[config.mk]
export PLATFORM = sky130hd
export DESIGN_NAME = seq_frame_tx
export DESIGN_NICKNAME = d
export VERILOG_FILES = /design/src/rtl/seq_fsm_pkg.sv /design/src/rtl/seq_piso.sv /design/src/rtl/seq_frame_tx.sv
export SDC_FILE = /design/constraint.sdc
export NUM_CORES = 1
export LEC_CHECK = 0
export ABC_CLOCK_PERIOD_IN_PS = 1600
export CAP_MARGIN = 20
export CORE_MARGIN = 3
export CORE_UTILIZATION = 51
export DETAILED_ROUTE_END_ITERATION = 7
export GPL_ROUTABILITY_DRIVEN = 0
export PLACE_DENSITY = 0.77
export SETUP_SLACK_MARGIN = 0.3
export SKIP_LAST_GASP = 1
export SLEW_MARGIN = 20
export SYNTH_ARGS = -nofsm -noshare
export SYNTH_HDL_FRONTEND = slang
export SYNTH_SLANG_ARGS = --single-unit
export TNS_END_PERCENT = 10
[constraint.sdc]
create_clock -name clk -period 1.6 [get_ports clk]
set_clock_uncertainty 0.1 [all_clocks]
set_input_delay 0.32 -clock clk [delete_from_list [all_inputs] [get_ports clk]]
set_output_delay 0.32 -clock clk [all_outputs]
set_load 0.03 [all_outputs]
[src/rtl/seq_fsm_pkg.sv]
// Shared definitions for the serial sync-pattern link (transmitter and detector).
// Contents: state encoding, default 1101 sync pattern, default payload width,
// and a small width helper.
package seq_fsm_pkg;

  localparam int unsigned DATA_W_DEF = 8;
  localparam int unsigned SYNC_W_DEF = 4;
  localparam logic [3:0]  SYNC_1101  = 4'b1101;

  // The 2-bit encoding is visible on the debug state port, so it is fixed explicitly.
  typedef enum logic [1:0] {
    S_IDLE = 2'b00,
    S_SYNC = 2'b01,
    S_DATA = 2'b10,
    S_PAR  = 2'b11
  } seq_state_e;

  function automatic int unsigned max_w(input int unsigned a, input int unsigned b);
    return (a > b) ? a : b;
  endfunction

endpackage

[src/rtl/seq_piso.sv]
// Loadable parallel-in / serial-out shift register, MSB first.
// Ports: clk, reset (sync, active-low), load (capture pdata),
//        shift (shift left, zero fill), pdata (parallel word), sout (current MSB).
// Load has priority over shift.
module seq_piso #(
  parameter int unsigned W = 12
) (
  input  logic         clk,
  input  logic         reset,
  input  logic         load,
  input  logic         shift,
  input  logic [W-1:0] pdata,
  output logic         sout
);

  logic [W-1:0] r_sreg;

  // Zero fill means the register is empty once a whole frame has shifted out.
  always_ff @(posedge clk) begin
    if (!reset) begin
      r_sreg <= '0;
    end else if (load) begin
      r_sreg <= pdata;
    end else if (shift) begin
      r_sreg <= {r_sreg[W-2:0], 1'b0};
    end
  end

  assign sout = r_sreg[W-1];

endmodule

[src/rtl/seq_frame_tx.sv]
// Serial frame transmitter: accepts a DATA_W-bit word over valid/ready and sends
// SYNC then the word, MSB first, one bit per clk on dout. Back-to-back frames
// with no idle bit are possible by accepting during the last bit.
// Ports: clk, reset (sync, active-low), din_valid/din/din_ready (input handshake),
//        dout (registered serial bit), frame_act (frame bit on dout),
//        last (final bit of the frame), state (FSM state for debug).
// Build option: define SEQ_TX_PARITY_EN to append one even-parity bit (^din).
module seq_frame_tx
  import seq_fsm_pkg::*;
#(
  parameter int unsigned        DATA_W = DATA_W_DEF,
  parameter int unsigned        SYNC_W = SYNC_W_DEF,
  parameter logic [SYNC_W-1:0]  SYNC   = SYNC_W'(SYNC_1101)
) (
  input  logic              clk,
  input  logic              reset,
  input  logic              din_valid,
  input  logic [DATA_W-1:0] din,
  output logic              din_ready,
  output logic              dout,
  output logic              frame_act,
  output logic              last,
  output logic [1:0]        state
);

`ifdef SEQ_TX_PARITY_EN
  localparam int unsigned PAR_W = 1;
`else
  localparam int unsigned PAR_W = 0;
`endif
  localparam int unsigned FRM_W = SYNC_W + DATA_W + PAR_W;
  localparam int unsigned MAX_W = max_w(SYNC_W, DATA_W);
  localparam int unsigned CNT_W = (MAX_W > 1) ? $clog2(MAX_W) : 1;

  seq_state_e         r_state;
  logic [CNT_W-1:0]   r_cnt;
  logic               r_frame_act;
  logic               r_last;

  logic               w_accept;
  logic               w_bad_state;
  logic               w_load;
  logic               w_shift;
  logic [FRM_W-1:0]   w_frame;
  logic [FRM_W-1:0]   w_pdata;
  logic               w_sout;

  // Whole frame is built at accept time, so later din changes cannot leak in.
`ifdef SEQ_TX_PARITY_EN
  assign w_frame     = {SYNC, din, ^din};
  assign w_bad_state = 1'b0;
`else
  assign w_frame     = {SYNC, din};
  assign w_bad_state = (r_state == S_PAR);
`endif

  assign din_ready = (r_state == S_IDLE) || r_last;
  assign w_accept  = din_valid && din_ready;

  // An illegal state also reloads zeros so dout is clean when falling back to IDLE.
  assign w_load  = w_accept || w_bad_state;
  assign w_pdata = w_accept ? w_frame : '0;
  assign w_shift = (r_state != S_IDLE);

  seq_piso #(.W(FRM_W)) u_piso (
    .clk   (clk),
    .reset (reset),
    .load  (w_load),
    .shift (w_shift),
    .pdata (w_pdata),
    .sout  (w_sout)
  );

  // Frame sequencer; last is registered one cycle ahead so it lines up with the final bit.
  always_ff @(posedge clk) begin
    if (!reset) begin
      r_state     <= S_IDLE;
      r_cnt       <= '0;
      r_frame_act <= 1'b0;
      r_last      <= 1'b0;
    end else if (w_accept) begin
      r_state     <= S_SYNC;
      r_cnt       <= CNT_W'(SYNC_W - 1);
      r_frame_act <= 1'b1;
      r_last      <= 1'b0;
    end else begin
      case (r_state)
        S_IDLE: begin
          r_frame_act <= 1'b0;
          r_last      <= 1'b0;
        end
        S_SYNC: begin
          if (r_cnt == '0) begin
            r_state <= S_DATA;
            r_cnt   <= CNT_W'(DATA_W - 1);
            r_last  <= (PAR_W == 0) && (DATA_W == 1);
          end else begin
            r_cnt  <= r_cnt - CNT_W'(1);
            r_last <= 1'b0;
          end
        end
        S_DATA: begin
          if (r_cnt == '0) begin
`ifdef SEQ_TX_PARITY_EN
            r_state <= S_PAR;
            r_last  <= 1'b1;
`else
            r_state     <= S_IDLE;
            r_frame_act <= 1'b0;
            r_last      <= 1'b0;
`endif
          end else begin
            r_cnt  <= r_cnt - CNT_W'(1);
            r_last <= (PAR_W == 0) && (r_cnt == CNT_W'(1));
          end
        end
`ifdef SEQ_TX_PARITY_EN
        S_PAR: begin
          r_state     <= S_IDLE;
          r_frame_act <= 1'b0;
          r_last      <= 1'b0;
        end
`endif
        default: begin
          r_state     <= S_IDLE;
          r_cnt       <= '0;
          r_frame_act <= 1'b0;
          r_last      <= 1'b0;
        end
      endcase
    end
  end

  assign dout      = w_sout;
  assign frame_act = r_frame_act;
  assign last      = r_last;
  assign state     = r_state;

endmodule

==> results of run 1 <==
[sequential cells by signal (all words and copies together), names as in the netlist]
register,cells
r_cnt,3
u_piso.r_sreg,12
frame_act,1
last,1
state,2
[logic make-up after synthesis]
family / synth area share (%)
multiplexers: 3.94
adder cells (fa/ha/maj): 8.61
AND/OR/NAND/NOR: 23.1
buffers and inverters: 5.41
AO/OA/AOI/OAI: 21.5
flip-flops: 37.4
[per-layer routing]
layer | share of wire, % | global-route usage [%]
met5 | 0 | 0
met4 | 0.76 | 6.73
met3 | 3.5 | 3.56
met2 | 49 | 33.0
met1 | 47 | 24.6
[metrics by stage]
stage	area, µm²	std cells	setup slack [ns]	util, %	total power, mW
floorplan	1050	118	0.183	-	0.767
global placement	1280	164	-0.0536	71.2	0.867
detailed placement	1280	164	-0.0935	71.2	0.877
CTS	1340	171	-0.0678	74.2	1.12
global route	1350	171	-0.113	74.7	1.19
finish	1350	171	-0.0712	74.7	1.12
[repair_timing]
action                                  in CTS  in global routing
gates resized for setup                     13                  3
endpoints found under the hold margin        0                  0
pin swaps                                    0                  3
endpoints found under the setup margin      25                 25
buffers inserted                             3                  0
[synth_stat cells]
| library cell | n |
|---|---|
| a211oi_2 | 1 |
| a21o_1 | 1 |
| a21oi_1 | 19 |
| a221o_1 | 1 |
| a31oi_1 | 2 |
| a32oi_1 | 1 |
| and2_1 | 1 |
| buf_2 | 2 |
| buf_4 | 1 |
| buf_6 | 1 |
| clkbuf_1 | 1 |
| dfxtp_1 | 19 |
| ha_1 | 7 |
| inv_1 | 6 |
| mux2i_1 | 4 |
| nand2_1 | 3 |
| nand2b_1 | 1 |
| nand3_1 | 2 |
| nand3b_1 | 1 |
| nor2_1 | 15 |
| nor2b_2 | 1 |
| nor3_1 | 4 |
| nor3b_1 | 2 |
| nor3b_2 | 7 |
| o21a_1 | 1 |
| o21ai_0 | 13 |
| or2_1 | 1 |
[layout make-up]
| type | instances | area [µm²] |
|---|---|---|
| Inverter | 6 | 27.5 |
| Fill cell | 151 | 455 |
| Tap cell | 25 | 31.3 |
| Clock buffer | 3 | 22.5 |
| Multi-Input combinational cell | 88 | 604 |
| Sequential cell | 19 | 389 |
| Timing Repair Buffer | 29 | 267 |
| Clock inverter | 1 | 5.00 |
[worst paths after layout]
kind	from	end	slack, ns	cells after the start
hold reg to reg	frame_act	frame_act	0.39	2
hold / removal	frame_act	frame_act	0.39	2
setup / recovery	state[1]	din_ready	-0.07	4
setup reg to reg	state[1]	u_piso.r_sreg[5]	-0.03	8
[power by group]
group | leakage [nW] | internal (mW) | total [mW] | switching (mW)
combinational | 0.397 | 0.165 | 0.345 | 0.180
sequential | 0.158 | 0.514 | 0.537 | 0.0225
clock | 0.0177 | 0.0929 | 0.240 | 0.147
total | 0.573 | 0.772 | 1.12 | 0.350
[worst max-delay path, delay by kind of cell (launching register included)]
| family | cells | cell delay, ns |
|---|---|---|
| adders and majority gates | 1 | 0.16 |
| buffers and inverters | 2 | 0.18 |
| DFF | 1 | 0.38 |
| and+or+nand+nor | 1 | 0.24 |
==> impl_metrics.env, run 1 <==
export IMPL_status="complete, but fails checks"
export IMPL_violations="setup timing"
export IMPL_rsz0062_at_grt="yes"
export IMPL_layout_commonest_cell="a21oi_1"
export IMPL_maxClockFrequency_mhz=598
export IMPL_period_needed_ns=1.67
export IMPL_route_detailed_drc=0
export IMPL_cts_buffer_depth=2
export IMPL_clk_latency_ns=0.29
export IMPL_final_nets=165
export IMPL_max_slew_worst_pin_slew_ns=0.299
export IMPL_via_per_inst=5.55
export IMPL_ys_warn_count=0
export IMPL_final_cell_mix="19 x a21oi_1, 16 x dfxtp_1, 15 x nor2_1, 13 x o21ai_0"
export IMPL_antenna_cells=0
export IMPL_critPathMaxStageDelay_ns=0.38
export IMPL_holdWs_ns=0.393
export IMPL_syn_avg_cell_area_um2=8.62
export IMPL_cp_max_fo=2
export IMPL_slew_violations=0
export IMPL_setup_slack_ns=-0.0712
export IMPL_fp_coreArea_um2=1800
export IMPL_pwr_density_cell_nw_per_um2=833
export IMPL_grt_total_usage_pct=19.5
export IMPL_first_pass_iters=4
export IMPL_antenna_found_initial=0
export IMPL_syn_inst=118
export IMPL_p_leak_nw=0.573
export IMPL_cts_htree_levels=1
export IMPL_critPathLaunchType="flop"
export IMPL_initial_utilization_pct=56.5
export IMPL_vdd_ir_drop_worst_mv=0.580
export IMPL_maxCapViolations=0
export IMPL_first_iter_violations=17
export IMPL_clk_pin_slew_ns=0.10
export IMPL_die_w_um=50.7
export IMPL_wl_per_cell_um=13.0
export IMPL_pin_count=17
export IMPL_port_buffers=16
export IMPL_syn_num_nets=136
export IMPL_num_rows=15
export IMPL_slew_headroom_pct=80.1
export IMPL_yosys_area_top_type="dfxtp_1"
export IMPL_crit_path_end_kind="output port"
export IMPL_worstSetupPathType="flop to output port"
export IMPL_ctsHoldBuffers=0
export IMPL_critical_path_required_ns=1.18
export IMPL_cts_tree="done"
export IMPL_cts_buffers=3
export IMPL_fin_tns_setup_ns=-0.111
export IMPL_final_layout_size_suffix_gt1_share_pct=26.0
export IMPL_die_h_um=50.7
export IMPL_gr_total_overflow=0
export IMPL_first_global_vias=895
export IMPL_path_cells="inv_4 -> ha_4 -> or2_4 -> buf_6"
export IMPL_syn_area_um2=1020
export IMPL_hold_class="flop to flop"
export IMPL_hold_viol=0
export IMPL_die_area_um2=2570
export IMPL_finalSetupViolCount=4
export IMPL_yosys_register_bits=19
export IMPL_grt_first_pass_wirelength_um=3880
export IMPL_grt_max_degree=14
export IMPL_routed_wl_um=2230
export IMPL_critPathArrivalTime_ns=1.25
export IMPL_synth_top_area_share_pct=37.4
export IMPL_min_period_over_period_pct=104
export IMPL_clkSinkCount=19
export IMPL_synth_cell_type_count=27
export IMPL_area_delta_synth_final_pct=32.3
export IMPL_slowest_stage="dfxtp_4"
export IMPL_ys_top_cells_by_area="dfxtp_1 37%, a21oi_1 9.3%, ha_1 8.6%, nor3b_2 8.6%, o21ai_0 6.4%"
export IMPL_dp_hpwl_um=1640
export IMPL_postRouteAntennaNets=0
export IMPL_vias=949
export IMPL_yosysSeqAreaShare_pct=37.4
export IMPL_root_buffer="clkbuf_4"
Power figures use the tool's default switching activity.
==> run 2, diff against run 1 <==
- CORE_MARGIN: 3 -> not set
- GPL_ROUTABILITY_DRIVEN: 0 -> not set
==> run 2 against run 1 <==
  * The run still ends with setup timing left
  * Combinational power down 2%
  * First-iteration DRC count decreased by 47%
  * Clock power up 4%
  * Highest routed layer unchanged
  * Design area shrank 0.65%
  * Sequential share of layout area grew 0.19 points
  * Cell count did not move
  * Global-route usage rose by 3.6 points
  * Via count fell by 6.1%
  * Largest power group unchanged
==> impl_metrics.env, run 2 (synthesis results as in run 1) <==
export IMPL_status="complete, but fails checks"
export IMPL_violations="setup timing"
export IMPL_final_layout_size_suffix_gt1_share_pct=25.3
export IMPL_worstHoldPathCells=2
export IMPL_fp_coreArea_um2=1800
export IMPL_rsz0062_at_grt="yes"
export IMPL_crit_path_end_kind="output port"
export IMPL_gr_total_overflow=0
export IMPL_dp_hpwl_um=1600
export IMPL_ff2ff_path_depth=8
export IMPL_critPathLaunchType="flop"
export IMPL_slew_violations=0
export IMPL_finalSetupViolCount=4
export IMPL_pin_count=17
export IMPL_clkSinkCount=19
export IMPL_cts_tree="done"
export IMPL_die_w_um=46.7
export IMPL_cts_buffer_depth=2
export IMPL_period_needed_ns=1.66
export IMPL_cp_max_fo=2
export IMPL_top_register="u_piso.r_sreg"
export IMPL_placed_cells=164
export IMPL_largest_register_ffs=12
export IMPL_grt_total_usage_pct=23.1
export IMPL_setup_worst_path_start="state[0]"
export IMPL_critPathArrivalTime_ns=1.24
export IMPL_hold_path_end="frame_act"
export IMPL_pwr_density_cell_nw_per_um2=839
export IMPL_clk_pin_slew_ns=0.11
export IMPL_multi_input_area_um2=604
export IMPL_maxCapViolations=0
export IMPL_grt_first_pass_wirelength_um=3510
export IMPL_initial_utilization_pct=56.5
export IMPL_regToRegSetupSlack_ns=-0.01
export IMPL_slew_headroom_pct=79.7
export IMPL_antenna_cells=0
export IMPL_hp_start="frame_act"
export IMPL_regArea_um2=389
export IMPL_final_nets=165
export IMPL_first_pass_iters=4
export IMPL_route_detailed_drc=0
export IMPL_r2r_start="state[0]"
export IMPL_hold_viol=0
export IMPL_routed_wl_um=2180
export IMPL_first_iter_violations=9
export IMPL_cts_htree_levels=1
export IMPL_worstSetupPathType="flop to output port"
export IMPL_nFillCells=151
export IMPL_vias=891
export IMPL_cts_buffers=3
export IMPL_die_area_um2=2180
export IMPL_vdd_ir_drop_worst_mv=0.846
export IMPL_port_buffers=16
export IMPL_max_slew_worst_pin_slew_ns=0.306
export IMPL_ctsHoldBuffers=0
export IMPL_timing_rr_end="u_piso.r_sreg[6]"
export IMPL_final_cell_mix="19 x a21oi_1, 16 x dfxtp_1, 15 x nor2_1, 13 x o21ai_0, 12 x buf_4"
export IMPL_clk_latency_ns=0.30
export IMPL_layout_commonest_cell="a21oi_1"
export IMPL_num_rows=15
export IMPL_area_delta_synth_final_pct=31.5
export IMPL_via_per_inst=5.21
export IMPL_maxClockFrequency_mhz=601
export IMPL_instances_no_fill=171
export IMPL_antenna_found_initial=0
export IMPL_grt_max_degree=14
export IMPL_p_leak_nw=0.568
export IMPL_root_buffer="clkbuf_4"
export IMPL_min_period_over_period_pct=104
export IMPL_first_global_vias=812
export IMPL_place_gp_congestion=0.832
export IMPL_die_h_um=46.7
export IMPL_postRouteAntennaNets=0
export IMPL_critical_path_required_ns=1.18
export IMPL_wl_per_cell_um=12.7
export IMPL_setup_slack_ns=-0.0631
export IMPL_fin_tns_setup_ns=-0.0796
export IMPL_hold_class="flop to flop"
-- run 2: cell types whose count changed in the layout (fill, tap and decap cells not counted) --
| cell | before | now |
|---|---|---|
| buf_4 | 10 | 12 |
| buf_6 | 5 | 3 |
| clkbuf_1 | 0 | 1 |
| clkinv_2 | 1 | 0 |
-- run 2: per-layer routing --
| metal | up-vias | share of wire, % | routed length (µm) | track usage [%] |
|---|---|---|---|---|
| li1 | 468 | - | - | - |
| met1 | 409 | 48 | 1050 | 27.7 |
| met2 | 12 | 49 | 1060 | 39.2 |
| met3 | 2 | 2.1 | 46 | 4.71 |
| met4 | 0 | 0.69 | 15 | 10.3 |
| met5 | - | 0 | 0 | 0 |
-- run 2: timing repair --
action | 4_1_cts | 5_1_grt
setup buffers | 3 | 0
setup endpoints to repair | 25 | 25
gates resized for setup | 12 | 2
-- run 2: layout make-up --
| type | count | share of cell area, % |
|---|---|---|
| multi-input combinational | 88 | 45.2 |
| timing repair buffer | 29 | 19.4 |
| sequential | 19 | 29.1 |
| clock buffer | 4 | 1.96 |
| inverter | 6 | 2.06 |
| tap | 25 | 2.34 |
-- run 2: worst max-delay path: stages, from the launching register on --
cell	delay (ns)
dfxtp_4	0.38
inv_4	0.04
ha_4	0.15
or2_4	0.24
buf_6	0.14
-- run 2: how the worst max path moves through the flow --
| stage | slack [ns] | endpoint | cells past startpoint |
|---|---|---|---|
| 2_1_floorplan | 0.18 | u_piso.r_sreg[6] | 7 |
| 3_3_place_gp | -0.05 | u_piso.r_sreg[1] | 6 |
| 3_5_place_dp | -0.1 | u_piso.r_sreg[1] | 5 |
| 4_1_cts | -0.07 | din_ready | 4 |
| 5_1_grt | -0.11 | din_ready | 4 |
| 6_report | -0.06 | din_ready | 4 |
-- run 2: power by group --
part	switching [mW]	internal, mW
Clock	0.152	0.0971
Combinational	0.175	0.162
Sequential	0.0226	0.514
Total	0.349	0.773
-- run 2: stage by stage --
step | worst slack (ns) | hold WS [ns] | area, µm² | util, % | total power, mW
after floorplan | 0.183 | 0.357 | 1050 | - | 0.767
after global placement | -0.0480 | 0.373 | 1280 | 71.2 | 0.868
after detailed placement | -0.0964 | 0.376 | 1280 | 71.2 | 0.876
after CTS | -0.0674 | 0.389 | 1330 | 73.9 | 1.13
after global routing | -0.107 | 0.426 | 1340 | 74.2 | 1.19
final | -0.0631 | 0.388 | 1340 | 74.2 | 1.12
